===== src/rtl/gru_vec_pkg.sv =====
// Shared definitions for the GRU vector datapath.
// Lane geometry, sequencer state encoding and saturation limits.
package gru_vec_pkg;

  localparam int LANE_W = 16;
  localparam int LANES  = 4;

  localparam logic [2:0] S_IDLE   = 3'd0;
  localparam logic [2:0] S_FETCH  = 3'd1;
  localparam logic [2:0] S_RDWAIT = 3'd2;
  localparam logic [2:0] S_ISSUE  = 3'd3;
  localparam logic [2:0] S_WAIT   = 3'd4;
  localparam logic [2:0] S_ACC    = 3'd5;
  localparam logic [2:0] S_DONE   = 3'd6;

  typedef enum logic [2:0] {
    IDLE   = S_IDLE,
    FETCH  = S_FETCH,
    RDWAIT = S_RDWAIT,
    ISSUE  = S_ISSUE,
    WAIT   = S_WAIT,
    ACC    = S_ACC,
    DONE   = S_DONE
  } state_t;

  localparam logic signed [LANE_W-1:0] SAT_MAX = 16'sh7FFF;
  localparam logic signed [LANE_W-1:0] SAT_MIN = 16'sh8000;

endpackage


===== src/rtl/dot_product_sequencer_if.sv =====
// Bundle between the dot-product sequencer and its environment:
// command/result, packed memories and the 4-lane multiplier.
interface dot_product_sequencer_if #(
  parameter int ADDR_W = 8
);
  import gru_vec_pkg::*;

  logic                     start;
  logic [ADDR_W-1:0]        base_x;
  logic [ADDR_W-1:0]        base_w;
  logic signed [LANE_W-1:0] bias;

  logic                     mem_rd;
  logic [ADDR_W-1:0]        x_addr;
  logic [ADDR_W-1:0]        w_addr;
  logic [LANES*LANE_W-1:0]  x_rdata;
  logic [LANES*LANE_W-1:0]  w_rdata;

  logic signed [LANE_W-1:0] a_0;
  logic signed [LANE_W-1:0] a_1;
  logic signed [LANE_W-1:0] a_2;
  logic signed [LANE_W-1:0] a_3;
  logic signed [LANE_W-1:0] b_0;
  logic signed [LANE_W-1:0] b_1;
  logic signed [LANE_W-1:0] b_2;
  logic signed [LANE_W-1:0] b_3;
  logic                     mult_en;
  logic                     mult_valid;
  logic signed [LANE_W-1:0] mult_sum;

  logic                     busy;
  logic signed [LANE_W-1:0] y;
  logic                     y_valid;
  logic                     err;

  modport master (
    input  start, base_x, base_w, bias,
    output mem_rd, x_addr, w_addr,
    input  x_rdata, w_rdata,
    output a_0, a_1, a_2, a_3,
    output b_0, b_1, b_2, b_3,
    output mult_en,
    input  mult_valid, mult_sum,
    output busy, y, y_valid, err
  );

  modport slave (
    output start, base_x, base_w, bias,
    input  mem_rd, x_addr, w_addr,
    output x_rdata, w_rdata,
    input  a_0, a_1, a_2, a_3,
    input  b_0, b_1, b_2, b_3,
    input  mult_en,
    output mult_valid, mult_sum,
    input  busy, y, y_valid, err
  );

endinterface


===== src/rtl/sat_add16.sv =====
// 16+16 signed adder clamped to the 16-bit signed range.
// Purely combinational; shared with the hidden-layer accumulators.
module sat_add16
  import gru_vec_pkg::*;
(
  input  logic signed [LANE_W-1:0] a,
  input  logic signed [LANE_W-1:0] b,
  output logic signed [LANE_W-1:0] sum
);

  logic signed [LANE_W:0] wide;

  always_comb begin
    wide = {a[LANE_W-1], a} + {b[LANE_W-1], b};
    sum  = wide[LANE_W-1:0];
    // top two bits disagree only on overflow
    unique case (1'b1)
      wide[LANE_W] & ~wide[LANE_W-1]: sum = SAT_MIN;
      ~wide[LANE_W] & wide[LANE_W-1]: sum = SAT_MAX;
      default: ;
    endcase
  end

endmodule


===== src/rtl/dot_product_sequencer.sv =====
// Fetches 4-lane x/w chunks, drives the parallel multiplier and
// accumulates the chunk sums into bias with 16-bit saturation.
module dot_product_sequencer
  import gru_vec_pkg::*;
#(
  parameter int VEC_LEN = 16,
  parameter int ADDR_W  = 8,
  parameter int TIMEOUT = 64
) (
  input logic clk,
  input logic rst,
  dot_product_sequencer_if.master bus
);

  localparam int N_CHUNKS = VEC_LEN / LANES;
  localparam int CW = (N_CHUNKS > 1) ? $clog2(N_CHUNKS) : 1;
  localparam int TW = $clog2(TIMEOUT + 1);
  localparam logic [CW-1:0] LAST   = CW'(N_CHUNKS - 1);
  localparam logic [TW-1:0] T_LAST = TW'(TIMEOUT - 1);

  state_t state;
  state_t state_nx;

  logic [CW-1:0]            chunk;
  logic [TW-1:0]            tcnt;
  logic [ADDR_W-1:0]        bx;
  logic [ADDR_W-1:0]        bw;
  logic signed [LANE_W-1:0] acc;
  logic signed [LANE_W-1:0] acc_nx;
  logic signed [LANE_W-1:0] sum_q;
  logic signed [LANE_W-1:0] y_q;
  logic [LANES-1:0][LANE_W-1:0] a_q;
  logic [LANES-1:0][LANE_W-1:0] b_q;
  logic valid_q;
  logic err_q;
  logic rise;
  logic last;
  logic timeout;

  assign rise    = bus.mult_valid & ~valid_q;
  assign last    = (chunk == LAST);
  assign timeout = (tcnt == T_LAST);

  sat_add16 u_sat (
    .a   (acc),
    .b   (sum_q),
    .sum (acc_nx)
  );

  always_ff @(posedge clk or posedge rst) begin
    if (rst) state <= IDLE;
    else     state <= state_nx;
  end

  always_comb begin
    state_nx    = state;
    bus.mem_rd  = 1'b0;
    bus.x_addr  = '0;
    bus.w_addr  = '0;
    bus.mult_en = 1'b0;
    bus.y_valid = 1'b0;
    bus.busy    = (state != IDLE);
    unique case (state)
      IDLE:   if (bus.start) state_nx = FETCH;
      FETCH: begin
        bus.mem_rd = 1'b1;
        bus.x_addr = bx + ADDR_W'(chunk);
        bus.w_addr = bw + ADDR_W'(chunk);
        state_nx   = RDWAIT;
      end
      RDWAIT: state_nx = ISSUE;
      ISSUE: begin
        bus.mult_en = 1'b1;
        state_nx    = WAIT;
      end
      WAIT: begin
        if (rise)         state_nx = ACC;
        else if (timeout) state_nx = IDLE;
      end
      ACC:    state_nx = last ? DONE : FETCH;
      DONE: begin
        bus.y_valid = 1'b1;
        state_nx    = IDLE;
      end
      default: state_nx = IDLE;
    endcase
  end

  always_ff @(posedge clk or posedge rst) begin
    if (rst) begin
      chunk   <= '0;
      tcnt    <= '0;
      bx      <= '0;
      bw      <= '0;
      acc     <= '0;
      sum_q   <= '0;
      y_q     <= '0;
      a_q     <= '0;
      b_q     <= '0;
      valid_q <= 1'b0;
      err_q   <= 1'b0;
    end else begin
      valid_q <= bus.mult_valid;
      unique case (state)
        IDLE: begin
          if (bus.start) begin
            bx    <= bus.base_x;
            bw    <= bus.base_w;
            acc   <= bus.bias;
            err_q <= 1'b0;
            chunk <= '0;
          end
        end
        RDWAIT: begin
          a_q <= bus.x_rdata;
          b_q <= bus.w_rdata;
        end
        ISSUE: tcnt <= '0;
        WAIT: begin
          if (rise) begin
            sum_q <= bus.mult_sum;
          end else begin
            tcnt <= tcnt + 1'b1;
            if (timeout) err_q <= 1'b1;
          end
        end
        ACC: begin
          acc <= acc_nx;
          // y must be ready in the same cycle as y_valid
          if (last) y_q <= acc_nx;
          else      chunk <= chunk + 1'b1;
        end
        default: ;
      endcase
    end
  end

  assign bus.a_0 = a_q[0];
  assign bus.a_1 = a_q[1];
  assign bus.a_2 = a_q[2];
  assign bus.a_3 = a_q[3];
  assign bus.b_0 = b_q[0];
  assign bus.b_1 = b_q[1];
  assign bus.b_2 = b_q[2];
  assign bus.b_3 = b_q[3];
  assign bus.y   = y_q;
  assign bus.err = err_q;

endmodule


===== src/flat_wrapper.sv =====
// flat-port wrapper written by rule: the top's interface ports become plain ports
module dot_product_sequencer_flat import gru_vec_pkg::*;
#(
  parameter int VEC_LEN = 16,
  parameter int ADDR_W  = 8,
  parameter int TIMEOUT = 64
)
  (clk, rst, bus_start, bus_base_x, bus_base_w, bus_bias, bus_mem_rd, bus_x_addr, bus_w_addr, bus_x_rdata, bus_w_rdata, bus_a_0, bus_a_1, bus_a_2, bus_a_3, bus_b_0, bus_b_1, bus_b_2, bus_b_3, bus_mult_en, bus_mult_valid, bus_mult_sum, bus_busy, bus_y, bus_y_valid, bus_err);
  dot_product_sequencer_if #(.ADDR_W(ADDR_W)) bus_i ();
  input logic clk;
  input logic rst;
  input wire logic [$bits(bus_i.start)-1:0] bus_start;
  input wire logic [$bits(bus_i.base_x)-1:0] bus_base_x;
  input wire logic [$bits(bus_i.base_w)-1:0] bus_base_w;
  input wire logic [$bits(bus_i.bias)-1:0] bus_bias;
  output wire logic [$bits(bus_i.mem_rd)-1:0] bus_mem_rd;
  output wire logic [$bits(bus_i.x_addr)-1:0] bus_x_addr;
  output wire logic [$bits(bus_i.w_addr)-1:0] bus_w_addr;
  input wire logic [$bits(bus_i.x_rdata)-1:0] bus_x_rdata;
  input wire logic [$bits(bus_i.w_rdata)-1:0] bus_w_rdata;
  output wire logic [$bits(bus_i.a_0)-1:0] bus_a_0;
  output wire logic [$bits(bus_i.a_1)-1:0] bus_a_1;
  output wire logic [$bits(bus_i.a_2)-1:0] bus_a_2;
  output wire logic [$bits(bus_i.a_3)-1:0] bus_a_3;
  output wire logic [$bits(bus_i.b_0)-1:0] bus_b_0;
  output wire logic [$bits(bus_i.b_1)-1:0] bus_b_1;
  output wire logic [$bits(bus_i.b_2)-1:0] bus_b_2;
  output wire logic [$bits(bus_i.b_3)-1:0] bus_b_3;
  output wire logic [$bits(bus_i.mult_en)-1:0] bus_mult_en;
  input wire logic [$bits(bus_i.mult_valid)-1:0] bus_mult_valid;
  input wire logic [$bits(bus_i.mult_sum)-1:0] bus_mult_sum;
  output wire logic [$bits(bus_i.busy)-1:0] bus_busy;
  output wire logic [$bits(bus_i.y)-1:0] bus_y;
  output wire logic [$bits(bus_i.y_valid)-1:0] bus_y_valid;
  output wire logic [$bits(bus_i.err)-1:0] bus_err;
  assign bus_i.start = bus_start;
  assign bus_i.base_x = bus_base_x;
  assign bus_i.base_w = bus_base_w;
  assign bus_i.bias = bus_bias;
  assign bus_mem_rd = bus_i.mem_rd;
  assign bus_x_addr = bus_i.x_addr;
  assign bus_w_addr = bus_i.w_addr;
  assign bus_i.x_rdata = bus_x_rdata;
  assign bus_i.w_rdata = bus_w_rdata;
  assign bus_a_0 = bus_i.a_0;
  assign bus_a_1 = bus_i.a_1;
  assign bus_a_2 = bus_i.a_2;
  assign bus_a_3 = bus_i.a_3;
  assign bus_b_0 = bus_i.b_0;
  assign bus_b_1 = bus_i.b_1;
  assign bus_b_2 = bus_i.b_2;
  assign bus_b_3 = bus_i.b_3;
  assign bus_mult_en = bus_i.mult_en;
  assign bus_i.mult_valid = bus_mult_valid;
  assign bus_i.mult_sum = bus_mult_sum;
  assign bus_busy = bus_i.busy;
  assign bus_y = bus_i.y;
  assign bus_y_valid = bus_i.y_valid;
  assign bus_err = bus_i.err;
  dot_product_sequencer #(.VEC_LEN(VEC_LEN), .ADDR_W(ADDR_W), .TIMEOUT(TIMEOUT)) u_core (.clk(clk), .rst(rst), .bus(bus_i));
endmodule

===== config.mk =====
export PLATFORM = sky130hd
export DESIGN_NAME = dot_product_sequencer_flat
export DESIGN_NICKNAME = d
export VERILOG_FILES = /design/src/rtl/gru_vec_pkg.sv /design/src/rtl/dot_product_sequencer_if.sv /design/src/rtl/sat_add16.sv /design/src/rtl/dot_product_sequencer.sv /design/src/flat_wrapper.sv
export SDC_FILE = /design/constraint.sdc
export NUM_CORES = 1
export LEC_CHECK = 0
export ABC_AREA = 1
export CORE_ASPECT_RATIO = 0.5
export CORE_MARGIN = 5
export CORE_UTILIZATION = 45
export CTS_CLUSTER_DIAMETER = 80
export CTS_CLUSTER_SIZE = 20
export DETAILED_ROUTE_END_ITERATION = 16
export PLACE_DENSITY = 0.79
export SKIP_CTS_REPAIR_TIMING = 1
export SLEW_MARGIN = 20
export SYNTH_ARGS = -nofsm -noshare
export SYNTH_HDL_FRONTEND = slang
export SYNTH_SLANG_ARGS = --single-unit
export TNS_END_PERCENT = 10

===== constraint.sdc =====
create_clock -name clk -period 9.31 [get_ports clk]
set_input_delay 1.862 -clock clk [delete_from_list [all_inputs] [get_ports clk]]
set_output_delay 1.862 -clock clk [all_outputs]
set_load 0.01 [all_outputs]

==> results.md <==
Drt:
- The final antenna-violating net count is 0.
- The final wirelength is 29.5 mm.
- In the final routed layout, each cell accounts on average for 16.3 um.
- The residual DRC count is 0.
- The first routing iteration left 652 violations.
- The detailed router placed 8906 vias in this run.
- The total iterations of the first detailed-routing run is 6.
- The mean number of vias per cell is 4.92.

Layout:
- In the layout the commonest cells are 676 x nand2_1, 344 x clkdlybuf4s50_1, 206 x dfrtp_1.
- The layout has 1697 filler cells.
- The number of antenna diodes in the final layout is 0.
- The area growth from synthesis to layout is 42.8%.
- The non-filler instance count after layout is 1809.
- Leaving out fill and tap cells, the most frequent cell in the layout is nand2_1.
- The net count of the finished layout is 1742.
- The fraction of layout instances using a drive strength above 1 is 0.0221.

STA:
- The slew at the pin with the worst max-slew slack is 0.941 ns.
- The highest attainable clock frequency is 218 MHz.
- The worst relative slew slack is 0.373.
- The final number of hold-violating endpoints is 0.
- After layout, the minimum clock period comes to 4.58 ns.
- Of the available clock period, the critical path in the final layout requires 0.492.
- The max-slew violation count was 0.
- Setup repair after global routing left no endpoint under its margin.
- The final worst clock skew is 0.0156 ns.
- The final setup violation count is 0.
- Adding up every negative setup slack in the final design gives 0 ns.

Global route:
- The via count of the first global-routing pass came to 9150.
- The total overflow left after global routing is 0.
- The initial antenna violation count was 0.
- Entering global routing, the biggest net connects 139 pins.
- Across every metal layer, demand over resource in global routing totals 0.240.
- The global-route wire length before repair is 48.1 mm.

Clock tree:
- Clock latency on the worst-skew pair, taken at its later pin, is 0.47 ns.
- TritonCTS built the clock tree.
- In this run the deepest clock path goes through 3 buffers.
- TritonCTS created 14 clock buffers.
- The clock tree root driver cell is clkbuf_16.
- Clock-pin slew was measured on the worst setup and hold paths at 0.08 ns.
- CTS built an H-tree with a depth of 1.
- The clock net in this run drives a total of 206 sinks.

Synth:
- Counting flops and latches in the post-synthesis netlist gives 206.
- The count of distinct cell types in the synthesized netlist is 31.
- The number of synthesis warnings is 0.
- After synthesis the cells add up to 0.00946 mm2.
- By area the synthesized netlist is led by dfrtp_1 55%, nand2_1 27%, inv_1 3.3%, ha_1 3.0%, nand3_1 2.8%.
- The synthesized netlist net count is 1421.
- The mean cell area of the mapped netlist is 7.78 um2.
- The area fraction of the dominant cell type after synthesis is 0.545.
- The library cell occupying the most area in the post-synthesis netlist is dfrtp_1.
- After technology mapping, the gate count stands at 1215.
- Of the synthesized area, sequential elements account for 0.545.

Power:
- The share of total power dissipated in sequential elements is 0.328.
- The reported net switching power is 0.00206 W.
- The combinational group share of total power is 0.547.
- The worst IR drop on VDD is 0.191 mV.
- The total internal power is 0.00272 W.
- The clock power share is 0.125.
- Power spread over the standard cell area amounts to 354 mW/mm2.
- Of the total power, the share spent switching nets is 0.431.
- Summed over all cells, the static leakage comes to 6.85 nW.

Critical path:
- The sort of element at the start of the critical path is a flop.
- The signal on the critical path passes through ha_1 -> nand3_1 -> nand2_1 -> nand2_1 -> nor2_1 -> nand2_1 -> nor2_1 -> o21ai_0 -> a21oi_1 -> clkdlybuf4s50_1.
- The largest individual stage delay along the critical path comes from the cell clkdlybuf4s50_1.
- The kind of end point of the critical path is an output port.
- The buffers plus inverters on the worst setup path is 1.
- The most numerous cell on the critical path is nand2_1.
- Tracing the worst setup path back leads to its startpoint at u_core.chunk[1].
- On the worst path, the slowest cell contributes a delay of 0.55 ns.
- The worst setup path is of the reg -> out kind.
- At the worst endpoint, the required time is 7.45 ns.
- The highest net fanout along the worst path is 6.
- The startpoint identified for the worst register-to-register timing path is u_core.sum_q[0].
- The critical path's top delay family is simple AND/OR/NAND/NOR gates.
- STA puts the critical path data arrival time at 2.72 ns.

Die:
- The floorplan has 37 rows.
- The vertical extent of the die is 113 um.
- The floorplan step defined a die boundary enclosing 0.0242 mm2.
- The core box area is 0.0206 mm2.
- The number of ports placed on the die boundary is 345.
- The initial utilization of the core area, before any placement, comes to 0.459.
- The width of the die is 215 um.

Worst hold path:
- The startpoint identified for the worst hold timing path is u_core.bus.b_2[3].
- The worst hold path class is reg -> reg.

Placed design:
- Detailed placement finished with a half-perimeter wire length of 21.8 mm.
- The weighted congestion at the end of routability-driven global placement is 0.908.
- The count of input and output buffers is 344.
- The number of placed instances, taps included is 1793.

Flow run:
- Across the run, the number of max-cap violations was 0.

Outcome:
- The flow ran to the end, and the final reports show no timing, DRC or antenna violations.
[sequential cells by signal, indices dropped and copies added (netlist names)]
| signal | count |
|---|---|
| u_core.bus.err | 1 |
| u_core.bus.a_3 | 16 |
| u_core.bus.a_0 | 16 |
| u_core.state | 3 |
| u_core.bus.b_0 | 16 |
| u_core.bus.a_2 | 16 |
| u_core.chunk | 2 |
| u_core.acc | 16 |
| u_core.bus.a_1 | 16 |
| u_core.bx | 8 |
| u_core.bus.b_3 | 16 |
| u_core.tcnt | 7 |
| u_core.bus.b_1 | 16 |
| u_core.sum_q | 16 |
| u_core.bw | 8 |
| u_core.bus.b_2 | 16 |
| u_core.valid_q | 1 |
| u_core.bus.y | 16 |
[cell type report]
class	instances	area (um2)	area share
clock buffer	15	375	0.0278
clock inverter	1	16.3	0.00120
inverter	87	339	0.0251
multi-input combinational	878	3800	0.281
sequential	206	5150	0.382
tap	273	342	0.0253
timing repair buffer	349	3480	0.258
[power by group through the flow]
stage               Clock, W  Sequential (W)  Combinational (W)
finish              0.000599         0.00157            0.00261
CTS                 0.000617         0.00157            0.00263
global route        0.000653         0.00162            0.00291
floorplan                  0         0.00167            0.00134
global placement           0         0.00155            0.00257
detailed placement         0         0.00157            0.00262
[path summary, 6_finish.rpt]
path	end	slack [ns]	cells after the start
max in group asynchronous	u_core.bus.a_3[10]	5.85	3
max	bus_w_addr[7]	4.73	10
max reg2reg	u_core.acc[2]	5.50	16
min in group asynchronous	u_core.bus.b_2[15]	2.01	2
min	u_core.bus.b_2[3]	0.47	2
min reg2reg	u_core.bus.b_2[3]	0.47	2
[kinds of logic after synthesis]
kind of cell             share of synthesized area
adder cells (fa/ha/maj)                     0.0368
AO/OA/AOI/OAI                               0.0351
XOR/XNOR                                   0.00185
AND/OR/NAND/NOR                              0.325
buffers and inverters                       0.0549
flip-flops                                   0.545
multiplexers                               0.00106
[layer usage]
layer,share of wire,track usage,up-vias
met5,0,0,-
met4,0.036,0.0775,0
met3,0.071,0.0582,69
met2,0.50,0.428,318
met1,0.39,0.289,4165
li1,-,-,4354
[through the flow]
stage                     utilization  area, um2  worst slack (ns)  hold WS, ns  power [W]
final                           0.656      13500              4.73        0.473    0.00478
after global placement          0.636      13100              5.09        0.452    0.00413
after detailed placement        0.637      13100              5.07        0.457    0.00420
after CTS                       0.656      13500              4.73        0.478    0.00482
after floorplan                     -       9460              1.82        0.448    0.00301
after global routing            0.656      13500              4.42        0.495    0.00519
[synth_stat cells (all sizes together)]
cell type / n
buf: 22
nor3: 8
nand3: 53
dfrtp: 206
a22o: 1
mux2i: 1
a31oi: 2
and2: 1
o31ai: 2
nand2: 676
o21ai: 32
a21oi: 22
clkbuf: 22
o311a: 1
nor2: 43
a22oi: 1
o211ai: 1
nand4: 4
nand3b: 2
fa: 3
ha: 23
xor2: 2
inv: 87
[tightest hold or removal path, cell delays in order (launching register included)]
cell,delay [ns]
dfrtp_1,0.34
nand2_1,0.06
nand2_1,0.04
Note: power is estimated with default switching activity, not from simulation.
